### config.mk
export PLATFORM = sky130hd
export DESIGN_NAME = ux607_mrom_icb
export DESIGN_NICKNAME = d
export VERILOG_FILES = /design/src/rtl/ux607_mrom_pkg.sv /design/src/rtl/ux607_mrom_rsp_buf.sv /design/src/rtl/ux607_mrom_icb.sv
export SDC_FILE = /design/constraint.sdc
export NUM_CORES = 1
export LEC_CHECK = 0
export BUFFER_PORTS_ARGS = -buffer_cell sky130_fd_sc_hd__buf_2
export CAP_MARGIN = 25
export CORE_UTILIZATION = 32
export CTS_CLUSTER_DIAMETER = 50
export DETAILED_ROUTE_END_ITERATION = 10
export PLACE_DENSITY = 0.89
export SYNTH_ARGS = -nofsm -noshare
export SYNTH_HDL_FRONTEND = slang
export SYNTH_SLANG_ARGS = --single-unit
### constraint.sdc
create_clock -name clk -period 1.65 [get_ports clk]
set_input_delay 0.2475 -clock clk [delete_from_list [all_inputs] [get_ports clk]]
set_output_delay 0.2475 -clock clk [all_outputs]
set_load 0.02 [all_outputs]
### src/rtl/ux607_mrom_pkg.sv
// Shared definitions for the boot mask-ROM: opcode fields, the ROM content
// function and the response entry carried through the response buffer.
package ux607_mrom_pkg;

    localparam int MAX_DW = 64;

    localparam logic [11:0] LUI_T0  = 12'h2B7;
    localparam logic [19:0] ADDI_T0 = 20'h28293;
    localparam logic [31:0] JALR_T0 = 32'h0002_8067;

    typedef struct packed {
        logic              err;
        logic [MAX_DW-1:0] rdata;
    } rsp_entry_t;

    // Word idx of the jump-to-boot_addr sequence. The +0x800 rounding on the
    // upper immediate compensates for addi sign-extending a lo12 >= 0x800.
    function automatic logic [31:0] rom_word(input logic [31:0] idx,
                                             input logic [31:0] boot_addr);
        logic [19:0] hi20;
        hi20 = 20'((boot_addr + 32'h0000_0800) >> 12);
        case (idx)
            32'd0:   rom_word = {hi20, LUI_T0};
            32'd1:   rom_word = {boot_addr[11:0], ADDI_T0};
            32'd2:   rom_word = JALR_T0;
            default: rom_word = 32'h0;
        endcase
    endfunction

endpackage

### src/rtl/ux607_mrom_rsp_buf.sv
// Response buffer between the ROM decode and the ICB response channel.
// Default: one response register, ready = ~valid | out_ready.
// With UX607_MROM_ICB_SKID_EN defined: a 2-entry FIFO whose in_ready is a
// register (~full) so the response-side ready never reaches the command side.
module ux607_mrom_rsp_buf #(
    parameter int W = 65
) (
    input  logic         clk,
    input  logic         rst,
    input  logic         in_valid,
    output logic         in_ready,
    input  logic [W-1:0] in_data,
    output logic         out_valid,
    input  logic         out_ready,
    output logic [W-1:0] out_data
);

`ifdef UX607_MROM_ICB_SKID_EN

    logic [W-1:0] mem [2];
    logic         wr_ptr;
    logic         rd_ptr;
    logic [1:0]   count;
    logic [1:0]   count_nxt;
    logic         ready_q;
    logic         push;
    logic         pop;

    assign push      = in_valid & ready_q;
    assign pop       = out_valid & out_ready;
    assign in_ready  = ready_q;
    assign out_valid = (count != 2'd0);
    assign out_data  = mem[rd_ptr];

    // Occupancy after this edge; push+pop together leaves it unchanged
    always_comb begin
        count_nxt = count;
        if (push && !pop) begin
            count_nxt = count + 2'd1;
        end else if (!push && pop) begin
            count_nxt = count - 2'd1;
        end
    end

    // Storage, wrap-around pointers and the registered not-full ready
    always_ff @(posedge clk or posedge rst) begin
        if (rst) begin
            mem[0]  <= '0;
            mem[1]  <= '0;
            wr_ptr  <= 1'b0;
            rd_ptr  <= 1'b0;
            count   <= 2'd0;
            ready_q <= 1'b1;
        end else begin
            if (push) begin
                mem[wr_ptr] <= in_data;
                wr_ptr      <= ~wr_ptr;
            end
            if (pop) begin
                rd_ptr <= ~rd_ptr;
            end
            count   <= count_nxt;
            ready_q <= (count_nxt != 2'd2);
        end
    end

`else

    logic         valid_q;
    logic [W-1:0] data_q;

    assign in_ready  = ~valid_q | out_ready;
    assign out_valid = valid_q;
    assign out_data  = data_q;

    // Single slot: a new accept overwrites the slot in the same edge it drains
    always_ff @(posedge clk or posedge rst) begin
        if (rst) begin
            valid_q <= 1'b0;
            data_q  <= '0;
        end else if (in_valid && in_ready) begin
            valid_q <= 1'b1;
            data_q  <= in_data;
        end else if (out_ready) begin
            valid_q <= 1'b0;
        end
    end

`endif

endmodule

### src/rtl/ux607_mrom_icb.sv
// Boot mask-ROM with an ICB slave port. Contents are a lui/addi/jalr jump to
// BOOT_ADDR; writes and out-of-range reads answer err=1 with zero data.
// Optional feature macro: UX607_MROM_ICB_SKID_EN (2-entry response FIFO).
module ux607_mrom_icb #(
    parameter int          AW        = 12,
    parameter int          DW        = 32,
    parameter int          DP        = 1024,
    parameter logic [31:0] BOOT_ADDR = 32'h8000_0000
) (
    input  logic          clk,
    input  logic          rst,
    input  logic          icb_cmd_valid,
    output logic          icb_cmd_ready,
    input  logic [AW-1:0] icb_cmd_addr,
    input  logic          icb_cmd_read,
    input  logic [DW-1:0] icb_cmd_wdata,
    input  logic [DW/8-1:0] icb_cmd_wmask,
    output logic          icb_rsp_valid,
    input  logic          icb_rsp_ready,
    output logic [DW-1:0] icb_rsp_rdata,
    output logic          icb_rsp_err
);

    import ux607_mrom_pkg::*;

    logic [31:0] word_idx;
    logic        in_range;
    rsp_entry_t  rsp_d;
    rsp_entry_t  rsp_q;
    logic        unused_inputs;

    // Write data, byte mask and sub-word address bits carry no meaning here
    assign unused_inputs = ^{icb_cmd_wdata, icb_cmd_wmask, icb_cmd_addr[2:0], rsp_q.rdata};

    // ROM decode: 32-bit word index, range check and response entry
    always_comb begin
        word_idx = 32'h0;
        in_range = 1'b0;
        rsp_d    = '0;
        if (DW == 64) begin
            word_idx = 32'(icb_cmd_addr[AW-1:3]) << 1;
        end else begin
            word_idx = 32'(icb_cmd_addr[AW-1:2]);
        end
        in_range = (word_idx < 32'(DP));
        if (icb_cmd_read && in_range) begin
            rsp_d.err = 1'b0;
            if (DW == 64) begin
                rsp_d.rdata = {rom_word(word_idx + 32'd1, BOOT_ADDR),
                               rom_word(word_idx, BOOT_ADDR)};
            end else begin
                rsp_d.rdata = {32'h0, rom_word(word_idx, BOOT_ADDR)};
            end
        end else begin
            rsp_d.err   = 1'b1;
            rsp_d.rdata = '0;
        end
    end

    ux607_mrom_rsp_buf #(
        .W ($bits(rsp_entry_t))
    ) u_rsp_buf (
        .clk       (clk),
        .rst       (rst),
        .in_valid  (icb_cmd_valid),
        .in_ready  (icb_cmd_ready),
        .in_data   (rsp_d),
        .out_valid (icb_rsp_valid),
        .out_ready (icb_rsp_ready),
        .out_data  (rsp_q)
    );

    assign icb_rsp_rdata = rsp_q.rdata[DW-1:0];
    assign icb_rsp_err   = rsp_q.err;

endmodule

-- Yosys cells after proc, flatten, opt, wreduce, memory -nomap -nowiden
Index checks and enable logic that the tools add are counted.
- input bits: 53
- bits in registers: 66
- output and inout bits: 35
- reductions and logical operators: 4
- mux-type cells: 4
- order comparisons: 1
- bitwise gates (word level): 2
- equal/unequal tests: 2
- operator list (operator ; number):
    $pmux W32 S3 ; 1
    $mux W65 ; 1
    $logic_not A32 Y1 ; 1
    $lt A10 B11 Y1 const B ; 1
    $eq A10 B1 Y1 const B ; 1
    $eq A10 B2 Y1 const B ; 1
    $logic_and A1 B1 Y1 ; 2
    $mux W1 ; 2
    $reduce_bool A2 Y1 ; 1
    $not A1 Y1 ; 1
    $or A1 B1 Y1 ; 1

-- Logic depth before layout (Yosys ltp)
Gate-level depths: netlist (run 1).
- word-level depth: 4
- mapped depth: 4
- gate-level depth less buffers: 4

-- By module
Synthesis (run 1) repeated with hierarchy kept, for this count alone.
- cells, all modules: 157
- area, all modules: 2839.0 µm²
- modules (own cells, without submodules) (module ; instances ; area each (µm²) ; cells each):
    ux607_mrom_rsp_buf ; 1 ; 2731.4 ; 142
    ux607_mrom_icb ; 1 ; 107.6 ; 15

-- Least setup slack after synthesis (run 1)
Ideal clock, no wire load.
- kind: register to register
- start: register u_rsp_buf.valid_q, in the netlist u_rsp_buf.out_valid
- end: register u_rsp_buf.data_q[31], in the netlist u_rsp_buf.out_data[31]
- required time: 1546 ps
- stages on the path, launching flop included: 5
- arrival: 1156 ps
- setup time: 104 ps
- path slack: 391 ps
- path through: dfrtp_1 -> nor2b_2 -> inv_2 -> nand2_2 -> o41ai_2
- word-level cells in the longest chain between the ends: 3
- ends and longest elaborated chain (item ; line ; text):
    from (decl) ; ux607_mrom_rsp_buf.sv:69 ; logic valid_q;
    from (signal assigned) ; ux607_mrom_rsp_buf.sv:79 ; valid_q <= 1'b0;
    from (signal assigned) ; ux607_mrom_rsp_buf.sv:82 ; valid_q <= 1'b1;
    from (signal assigned) ; ux607_mrom_rsp_buf.sv:85 ; valid_q <= 1'b0;
    $not A1 Y1 ; ux607_mrom_rsp_buf.sv:72 ; assign in_ready = ~valid_q | out_ready;
    $or A1 B1 Y1 ; ux607_mrom_rsp_buf.sv:72 ;
    named net icb_cmd_ready ; ux607_mrom_icb.sv:13 ; output logic icb_cmd_ready,
    $logic_and A1 B1 Y1 ; ux607_mrom_rsp_buf.sv:81 ; end else if (in_valid && in_ready) begin
    to (signal assigned) ; ux607_mrom_rsp_buf.sv:83 ; data_q <= in_data;
    to (decl) ; ux607_mrom_rsp_buf.sv:70 ; logic [W-1:0] data_q;
The timed path passes the listed nets, and every way through them passes these cells.
A chain may end at the register's enable or synchronous reset.

-- Final worst setup path (run 1)
- start: register u_rsp_buf.valid_q, in the netlist u_rsp_buf.out_valid
- end: output port icb_cmd_ready
- word-level cells in the longest chain between the ends: 2
- ends and longest elaborated chain (item ; line):
    $not A1 Y1 ; ux607_mrom_rsp_buf.sv:72
    $or A1 B1 Y1 ; ux607_mrom_rsp_buf.sv:72
    to (decl) ; ux607_mrom_icb.sv:13
No other way between the ends.

==> results of run 1 <==
power groups by stage:
stage / logic [uW] / clock network, uW / registers [uW]
after global routing: 128 / 164 / 204
final: 118 / 146 / 203
after CTS: 118 / 154 / 204
after detailed placement: 116 / 0 / 207
after global placement: 113 / 0 / 207
after floorplan: 108 / 0 / 214
final timing paths:
kind,from,depth (start not counted),slack (ns),end
worst max-delay path,u_rsp_buf.out_valid,3,0.27,icb_cmd_ready
worst min-delay path,icb_cmd_read,2,0.24,u_rsp_buf.out_data[64]
worst max register to register,u_rsp_buf.out_valid,4,0.48,u_rsp_buf.out_data[31]
worst min register to register,u_rsp_buf.out_data[64],2,0.51,u_rsp_buf.out_data[64]
max in group asynchronous,rst,3,0.94,u_rsp_buf.out_data[6]
min in group asynchronous,rst,3,0.48,u_rsp_buf.out_valid
Yosys cell counts (all sizes together):
master	instances	share of area
buf	26	0.32
dfrtp	8	0.32
o21ai	7	0.057
inv	4	0.024
nand2	4	0.028
o31ai	3	0.044
nor4	2	0.069
o41ai	2	0.053
conb	1	0.0061
nand3	1	0.028
nand4	1	0.010
nor2b	1	0.014
o2bb2ai	1	0.014
xnor2	1	0.014
sequential cells by signal (all words and copies together), names as in the netlist:
name	flops
u_rsp_buf.out_data	7
u_rsp_buf.out_valid	1
layer usage:
| metal | wire (um) | vias up | share of wire | global-route usage |
|---|---|---|---|---|
| li1 | - | 221 | - | - |
| met1 | 362 | 201 | 0.33 | 0.0962 |
| met2 | 614 | 33 | 0.56 | 0.211 |
| met3 | 113 | 0 | 0.10 | 0.0357 |
| met4 | 0 | 0 | 0 | 0.0529 |
| met5 | 0 | - | 0 | 0 |
critical path: cells and delay by family, from the launching register on:
| kind | cells | cell delay [ns] |
|---|---|---|
| AND/OR/NAND/NOR | 1 | 0.29 |
| flip-flops | 1 | 0.33 |
| buffers and inverters | 2 | 0.26 |
timing repair:
action / in CTS / in global routing
endpoints found under the hold margin: 8 / 0
hold buffers: 1 / 0
endpoints found under the setup margin: 0 / 0
stage by stage:
stage,area (sq um),utilization,power [uW],std cells
after floorplan,694,-,322,82
after global placement,671,0.380,320,109
after detailed placement,671,0.380,323,109
after CTS,703,0.399,475,113
after global routing,703,0.399,496,113
final,703,0.399,467,113
layout make-up:
type / instances / area [sq um] / share of cell area
sequential: 8 / 200 / 0.285
inverter: 4 / 15.0 / 0.0214
clock buffer: 3 / 22.5 / 0.0320
multi-input combinational: 44 / 284 / 0.404
tap: 25 / 31.3 / 0.0445
timing repair buffer: 29 / 150 / 0.214
cell families after synthesis:
kind of cell / after synthesis / share of synthesized area
XOR/XNOR: 1 / 0.0141
flip-flops: 8 / 0.323
AND/OR/NAND/NOR: 9 / 0.150
buffers and inverters: 30 / 0.339
other: 1 / 0.00605
AO/OA/AOI/OAI: 13 / 0.168
==> results_dict.tcl, run 1 <==
set metrics [dict create \
    die_y_um 46.0 \
    diodes 0 \
    io_buffers 28 \
    via_count 455 \
    holdWs_ns 0.240 \
    cts-resized-gates 0 \
    wl_mm 1.09 \
    yosys_warnings 0 \
    grt_pass1_vias 387 \
    drtIter0Drc 11 \
    status "completed" \
    finalCritPeriodShare 0.839 \
    clockBufferDepth 2 \
    cellPowerDensity_mw_per_mm2 664 \
    clk_pin_slew_worst_paths_ns 0.05 \
    core_area_sq_mm 0.00176 \
    root_buffer "clkbuf_4" \
    maxCapViolations 0 \
    path_cells "nor2b_2 -> inv_2 -> buf_2" \
    synth_area_sq_um 619 \
    grt_setup_unrepaired "no" \
    cp_max_fo 7 \
    numCtsBuffers 3 \
    p_switching_uw 155 \
    grt_pass1_wl_mm 1.54 \
    seqPwrFrac 0.436 \
    fin_ws_ns 0.266 \
    setup_viol 0 \
    antenna_found_initial 0 \
    start_util 0.351 \
    num_rows 15 \
    synth_seq_cells 8 \
    post-place-ws_ns 0.409 \
    ys_seq_area_frac 0.323 \
    netlist_instances 62 \
    drc 0 \
    boundaryPins 88 \
    grt_usage 0.108 \
    dr.pass1.iters 4 \
    overflow 0 \
    synth.avg_cell_area_sq_um 9.99 \
    worstSkewPairLatency_ns 0.25 \
    routed_via_density 4.03 \
    p_sw_frac 0.331 \
    final_common_cell "buf_2" \
    intPower_uw 312 \
    fillCellCount 193 \
    finalHoldViolCount 0 \
    wl_per_cell_um 9.65 \
    cp-start-kind "flip-flop" \
    cp_slowest_stage_delay_ns 0.33 \
    ir_worst_vdd_uv 186 \
    fin_nets 143 \
    clkPwrFrac 0.312 \
    cts_max_level 1 \
    p_leak_uw 0.000388 \
    die_w_um 46.0 \
    grt_max_degree 9 \
    die-area_sq_mm 0.00212 \
    min_period_ns 1.38 \
    arrival_ns 1.14 \
    slew_violations 0 \
    post-cts-setup-buffers 0 \
    path_class "flip-flop to primary output" \
    gp_congestion 0.727 \
    drive_gt1_frac 0.466 \
    syn_to_final_growth_pct 13.5 \
    slowest_stage "dfrtp_1" \
    max_freq_ghz 0.723 \
    crit_path_end_kind "primary output" \
    mostFrequentLayoutCells "buf_2, conb_1, dfrtp_1" \
    cts.sinks 8 \
    cp.required_ns 1.40 \
    detail-route-antenna-nets 0 \
    yosysUniqueCellTypes 18 \
    finalSetupTns_ns 0 \
    tritoncts "done" \
    fin_skew_ns 0.000241 \
    comb_power_share 0.252 \
    hp-class "input pin to flip-flop" \
]
Note: power is estimated with default switching activity, not from simulation.
==> run 2: changes to the inputs <==
CORE_UTILIZATION = 29   (was 32)
PLACE_DENSITY = 0.82   (was 0.89)
clock period = 1.3 ns   (was 1.65 ns; I/O delays follow)
==> run 2 against run 1 <==
Net effect: global-route usage fell by 1.0 points; hold slack got worse by 0.056 ns; clock-buffer cell count unchanged; flip-flop and latch count unchanged; via count grew 0.44%; highest routed layer unchanged.
==> results_dict.tcl, run 2 (synthesis results as in run 1) <==
set metrics [dict create \
    dr.pass1.iters 4 \
    cp.required_ns 1.11 \
    hp-class "input pin to flip-flop" \
    routed_via_density 3.94 \
    fin_nets 144 \
    final_common_cell "buf_2" \
    num_rows 16 \
    dp_hpwl_um 894 \
    grt_pass1_wl_mm 1.49 \
    min_period_ns 1.19 \
    maxCapViolations 0 \
    hold_path_depth 2 \
    drive_gt1_frac 0.472 \
    numCtsBuffers 3 \
    clockBufferDepth 2 \
    wl_per_cell_um 8.69 \
    fillCellCount 219 \
    ff_latch_area_sq_um 200 \
    setup_viol 0 \
    clk_pin_slew_worst_paths_ns 0.05 \
    detail-route-antenna-nets 0 \
    cellPowerDensity_mw_per_mm2 837 \
    boundaryPins 88 \
    crit_path_end_kind "primary output" \
    core_area_sq_mm 0.00198 \
    gp_congestion 0.713 \
    path_class "flip-flop to primary output" \
    grt_max_degree 9 \
    diodes 0 \
    tritoncts "done" \
    status "completed" \
    grt_setup_unrepaired "no" \
    start_util 0.312 \
    io_buffers 28 \
    rr_worst_depth 4 \
    finalHoldViolCount 0 \
    finalSetupTns_ns 0 \
    root_buffer "clkbuf_4" \
    seqPwrFrac 0.430 \
    fin_skew_ns 0.00202 \
    via_count 457 \
    multi_input_area_sq_um 289 \
    p_sw_frac 0.334 \
    cp-start-kind "flip-flop" \
    wl_mm 1.01 \
    grt_pass1_vias 384 \
    largest_reg_flops 7 \
    clkPwrFrac 0.312 \
    cp_max_fo 4 \
    max_freq_ghz 0.837 \
    drtIter0Drc 3 \
    die_y_um 48.2 \
    p_leak_uw 0.000399 \
    cts_max_level 1 \
    comb_power_share 0.258 \
    antenna_found_initial 0 \
    grt_usage 0.0979 \
    holdWs_ns 0.184 \
    cts.sinks 8 \
    worstSkewPairLatency_ns 0.25 \
    ir_worst_vdd_uv 282 \
    die-area_sq_mm 0.00232 \
    p_switching_uw 200 \
    drc 0 \
    overflow 0 \
    intPower_uw 401 \
    die_w_um 48.2 \
    slew_violations 0 \
    mostFrequentLayoutCells "buf_2, conb_1, dfrtp_1" \
    arrival_ns 1.00 \
    syn_to_final_growth_pct 16.0 \
    finalCritPeriodShare 0.919 \
]
run 2: path summary, 6_finish.rpt:
check / startpoint / to / slack [ns]
setup / recovery: u_rsp_buf.out_valid / icb_cmd_ready / 0.11
hold / removal: icb_cmd_read / u_rsp_buf.out_data[64] / 0.18
setup reg to reg: u_rsp_buf.out_valid / u_rsp_buf.out_data[6] / 0.19
hold reg to reg: u_rsp_buf.out_data[6] / u_rsp_buf.out_data[6] / 0.50
max in group asynchronous: rst / u_rsp_buf.out_valid / 0.65
min in group asynchronous: rst / u_rsp_buf.out_data[17] / 0.43
run 2: per-stage QoR:
step	utilization	area, sq um	power (uW)	std cells	worst slack [ns]
after global routing	0.362	718	632	116	0.0511
after floorplan	-	694	409	82	0.0407
final	0.362	718	601	116	0.105
after detailed placement	0.340	673	411	111	0.126
after CTS	0.359	711	600	115	0.0399
after global placement	0.340	673	407	111	0.179
run 2: final cells by class:
class | count | share of cell area
Multi-Input combinational cell | 44 | 0.402
Sequential cell | 8 | 0.279
Timing Repair Buffer | 30 | 0.220
Tap cell | 27 | 0.0470
Clock buffer | 3 | 0.0314
Inverter | 4 | 0.0209
run 2: what timing repair did:
| item | in CTS | in global routing |
|---|---|---|
| endpoints found under the setup margin | 1 | 1 |
| hold buffers | 1 | 0 |
| pin swaps | 0 | 0 |
| buffers inserted | 0 | 1 |
| hold endpoints to repair | 8 | 0 |
| resized for setup | 1 | 0 |
run 2: critical path: stages (launching register included):
cell and delay [ns]:
dfrtp_1 0.37, nor2b_4 0.14, inv_2 0.07, buf_2 0.17
run 2: layer usage:
metal  up-vias  routed length [um]  global-route usage
met3         0                 116              0.0444
met2        36                 521               0.171
met4         0                   0              0.0667
met1       202                 369              0.0903
li1        219                   -                   -
met5         -                   0                   0
run 2: power by group through the flow:
stage               clock network, uW  logic, uW  registers, uW
finish                            188        155            258
CTS                               189        153            259
global route                      201        171            260
detailed placement                  0        148            263
floorplan                           0        138            271
global placement                    0        145            262
==> run 3: changes to the inputs <==
ABC_AREA = 1   (was default)
CTS_CLUSTER_DIAMETER = 120   (was 50)
PLACE_DENSITY = 0.83   (was 0.82)
==> run 3 against run 2 <==
Net effect: area after synthesis decreased by 4.0%; largest cell class unchanged; sequential power increased by 2%; highest routed layer is now met4; combinational power decreased by 5%; synthesized cell count increased by 19%; fmax increased by 7.4%; flip-flop and latch count unchanged; total power decreased by 1.4%.
==> results_dict.tcl, run 3 <==
set metrics [dict create \
    post-cts-setup-buffers 0 \
    cp_slowest_stage_delay_ns 0.40 \
    tritoncts "done" \
    synth_area_sq_um 594 \
    wl_per_cell_um 7.24 \
    synth_top_area_cell "dfrtp_1" \
    fillCellCount 199 \
    worstSkewPairLatency_ns 0.25 \
    fin_nets 155 \
    cellPowerDensity_mw_per_mm2 870 \
    final_common_cell "buf_2" \
    path_class "flip-flop to primary output" \
    core_area_sq_mm 0.00194 \
    cp.required_ns 1.11 \
    rr_startpoint "u_rsp_buf.out_valid" \
    grt_max_degree 11 \
    instances_no_fill 127 \
    status "completed" \
    grt_setup_unrepaired "no" \
    synth_edf_count 0 \
    synth.avg_cell_area_sq_um 8.03 \
    grt_pass1_wl_mm 1.27 \
    fin_util 0.351 \
    crit_path_end_kind "primary output" \
    worstSetupPathDepth 2 \
    maxCapViolations 0 \
    slowest_stage "dfrtp_1" \
    die_w_um 47.3 \
    cts.sinks 8 \
    highest_layer "met4" \
    path_buf_inv 1 \
    fin_skew_ns 0.00338 \
    finalSetupTns_ns 0 \
    ys_seq_area_frac 0.337 \
    intPower_uw 400 \
    die_y_um 47.3 \
    drive_gt1_frac 0.380 \
    grt_pass1_vias 358 \
    cts_hold_buf 1 \
    drc 0 \
    num_rows 16 \
    routed_via_density 3.76 \
    overflow 0 \
    ir_worst_vdd_uv 350 \
    met1_length_um 357 \
    critPathLaunch "u_rsp_buf.out_valid" \
    ys.flop_type "dfrtp_1" \
    async_flop_share 1.00 \
    clockBufferDepth 2 \
    wl_um 920 \
    syn_to_final_growth_pct 14.5 \
    dp_hpwl_um 769 \
    p_sw_frac 0.326 \
    cp_max_fo 4 \
    rrSetupSlack_ns 0.34 \
    yosys_warnings 0 \
    drtIter0Drc 3 \
    boundaryPins 88 \
    dr.pass1.iters 4 \
    cts_max_level 1 \
    wl_met3_um 131 \
    detail-route-antenna-nets 0 \
    seqPwrFrac 0.444 \
    dpl_cell_area_sq_um 648 \
    die-area_sq_mm 0.00223 \
    clk_pin_slew_worst_paths_ns 0.05 \
    cp-start-kind "flip-flop" \
    clkPwrFrac 0.307 \
    finalHoldViolCount 0 \
    p_leak_uw 0.000431 \
    netlist_instances 74 \
    hp-class "input pin to flip-flop" \
    mostFrequentLayoutCells "buf_2, conb_1, nand2_1" \
    post-place-ws_ns 0.350 \
    finalCritPeriodShare 0.856 \
    slew_violations 0 \
    crit_family "flip-flops" \
    grt_usage 0.0830 \
    comb_power_share 0.249 \
    antenna_found_initial 0 \
    path_cells "nand2_4 -> buf_2" \
    p_switching_uw 193 \
    numCtsBuffers 3 \
    via_count 478 \
    fin_ws_ns 0.187 \
    synth.area.top_cells "dfrtp_1, buf_4, nand2_1" \
    synth_seq_cells 8 \
    yosysUniqueCellTypes 12 \
    cts-resized-gates 0 \
    rr_endpoint "u_rsp_buf.out_data[1]" \
    gp_congestion 0.778 \
    final_area_sq_um 681 \
    start_util 0.306 \
    largest_reg_flops 7 \
    diodes 0 \
    setup_viol 0 \
    cp-endpoint "icb_cmd_ready" \
    root_buffer "clkbuf_4" \
    rr_worst_depth 5 \
    min_period_ns 1.11 \
    io_buffers 28 \
    dr_wl_met2_um 405 \
    dp_cells 123 \
    synthDominantCellAreaShare 0.337 \
    synth_most_common_cell "buf_4" \
    arrival_ns 0.92 \
    max_freq_ghz 0.899 \
    synthTopCellsByCount "buf_4, nand2_1, dfrtp_1, nor2_1, inv_1" \
]
[run 3: cell types whose count changed after synthesis, moves of 3 or more]
cell,delta
inv_1,+3
nand2_1,+11
nand3_1,+4
nor2_1,+8
o21ai_1,-5
[run 3: how the worst min path moves through the flow]
stage / start / endpoint / cells past startpoint
detailed placement: rst / u_rsp_buf.out_data[9] / 2
CTS: icb_cmd_addr[2] / u_rsp_buf.out_data[5] / 2
global route: icb_cmd_addr[2] / u_rsp_buf.out_data[5] / 2
finish: icb_cmd_addr[2] / u_rsp_buf.out_data[5] / 2
global placement: rst / u_rsp_buf.out_valid / 2
floorplan: rst / u_rsp_buf.out_data[17] / 1
[run 3: cell type report]
| class | count | area (sq um) | share of cell area |
|---|---|---|---|
| multi-input cells | 55 | 255 | 0.375 |
| repair buffers | 29 | 150 | 0.221 |
| clock buffers | 3 | 22.5 | 0.0331 |
| well taps | 27 | 33.8 | 0.0496 |
| inverters | 5 | 18.8 | 0.0276 |
| flip-flops and latches | 8 | 200 | 0.294 |
[run 3: per-layer routing]
metal  up-vias  global-route usage
met4         0              0.0514
met5         -                   0
met2        45               0.173
met1       197              0.0709
met3         3              0.0115
li1        233                   -
[run 3: worst register-to-register path: stages (launching register included)]
cell and delay [ns]:
dfrtp_1 0.40, nand2_4 0.10, nand3_1 0.08, nor2_1 0.15
nand2_1 0.09, nand3_1 0.08
[run 3: cells by family (layout without fill, tap and decap cells)]
group,Yosys count,after routing,share of synthesized area
other,1,21,0.00631
AND/OR/NAND/NOR,31,31,0.259
AO/OA/AOI/OAI,3,3,0.0379
buffers and inverters,31,37,0.360
flip-flops,8,8,0.337
[run 3: power by group through the flow]
stage / sequential (uW) / combinational, uW / clock [uW]
5_1_grt: 264 / 163 / 190
6_report: 263 / 147 / 182
3_3_place_gp: 266 / 141 / 0
3_5_place_dp: 267 / 144 / 0
4_1_cts: 263 / 147 / 188
2_1_floorplan: 277 / 142 / 0
[run 3: metrics by stage]
step / power, uW / hold WS, ns
final: 592 / 0.155
after global placement: 408 / 0.138
after CTS: 598 / 0.147
after floorplan: 419 / 0.0107
after detailed placement: 411 / 0.146
after global routing: 618 / 0.157
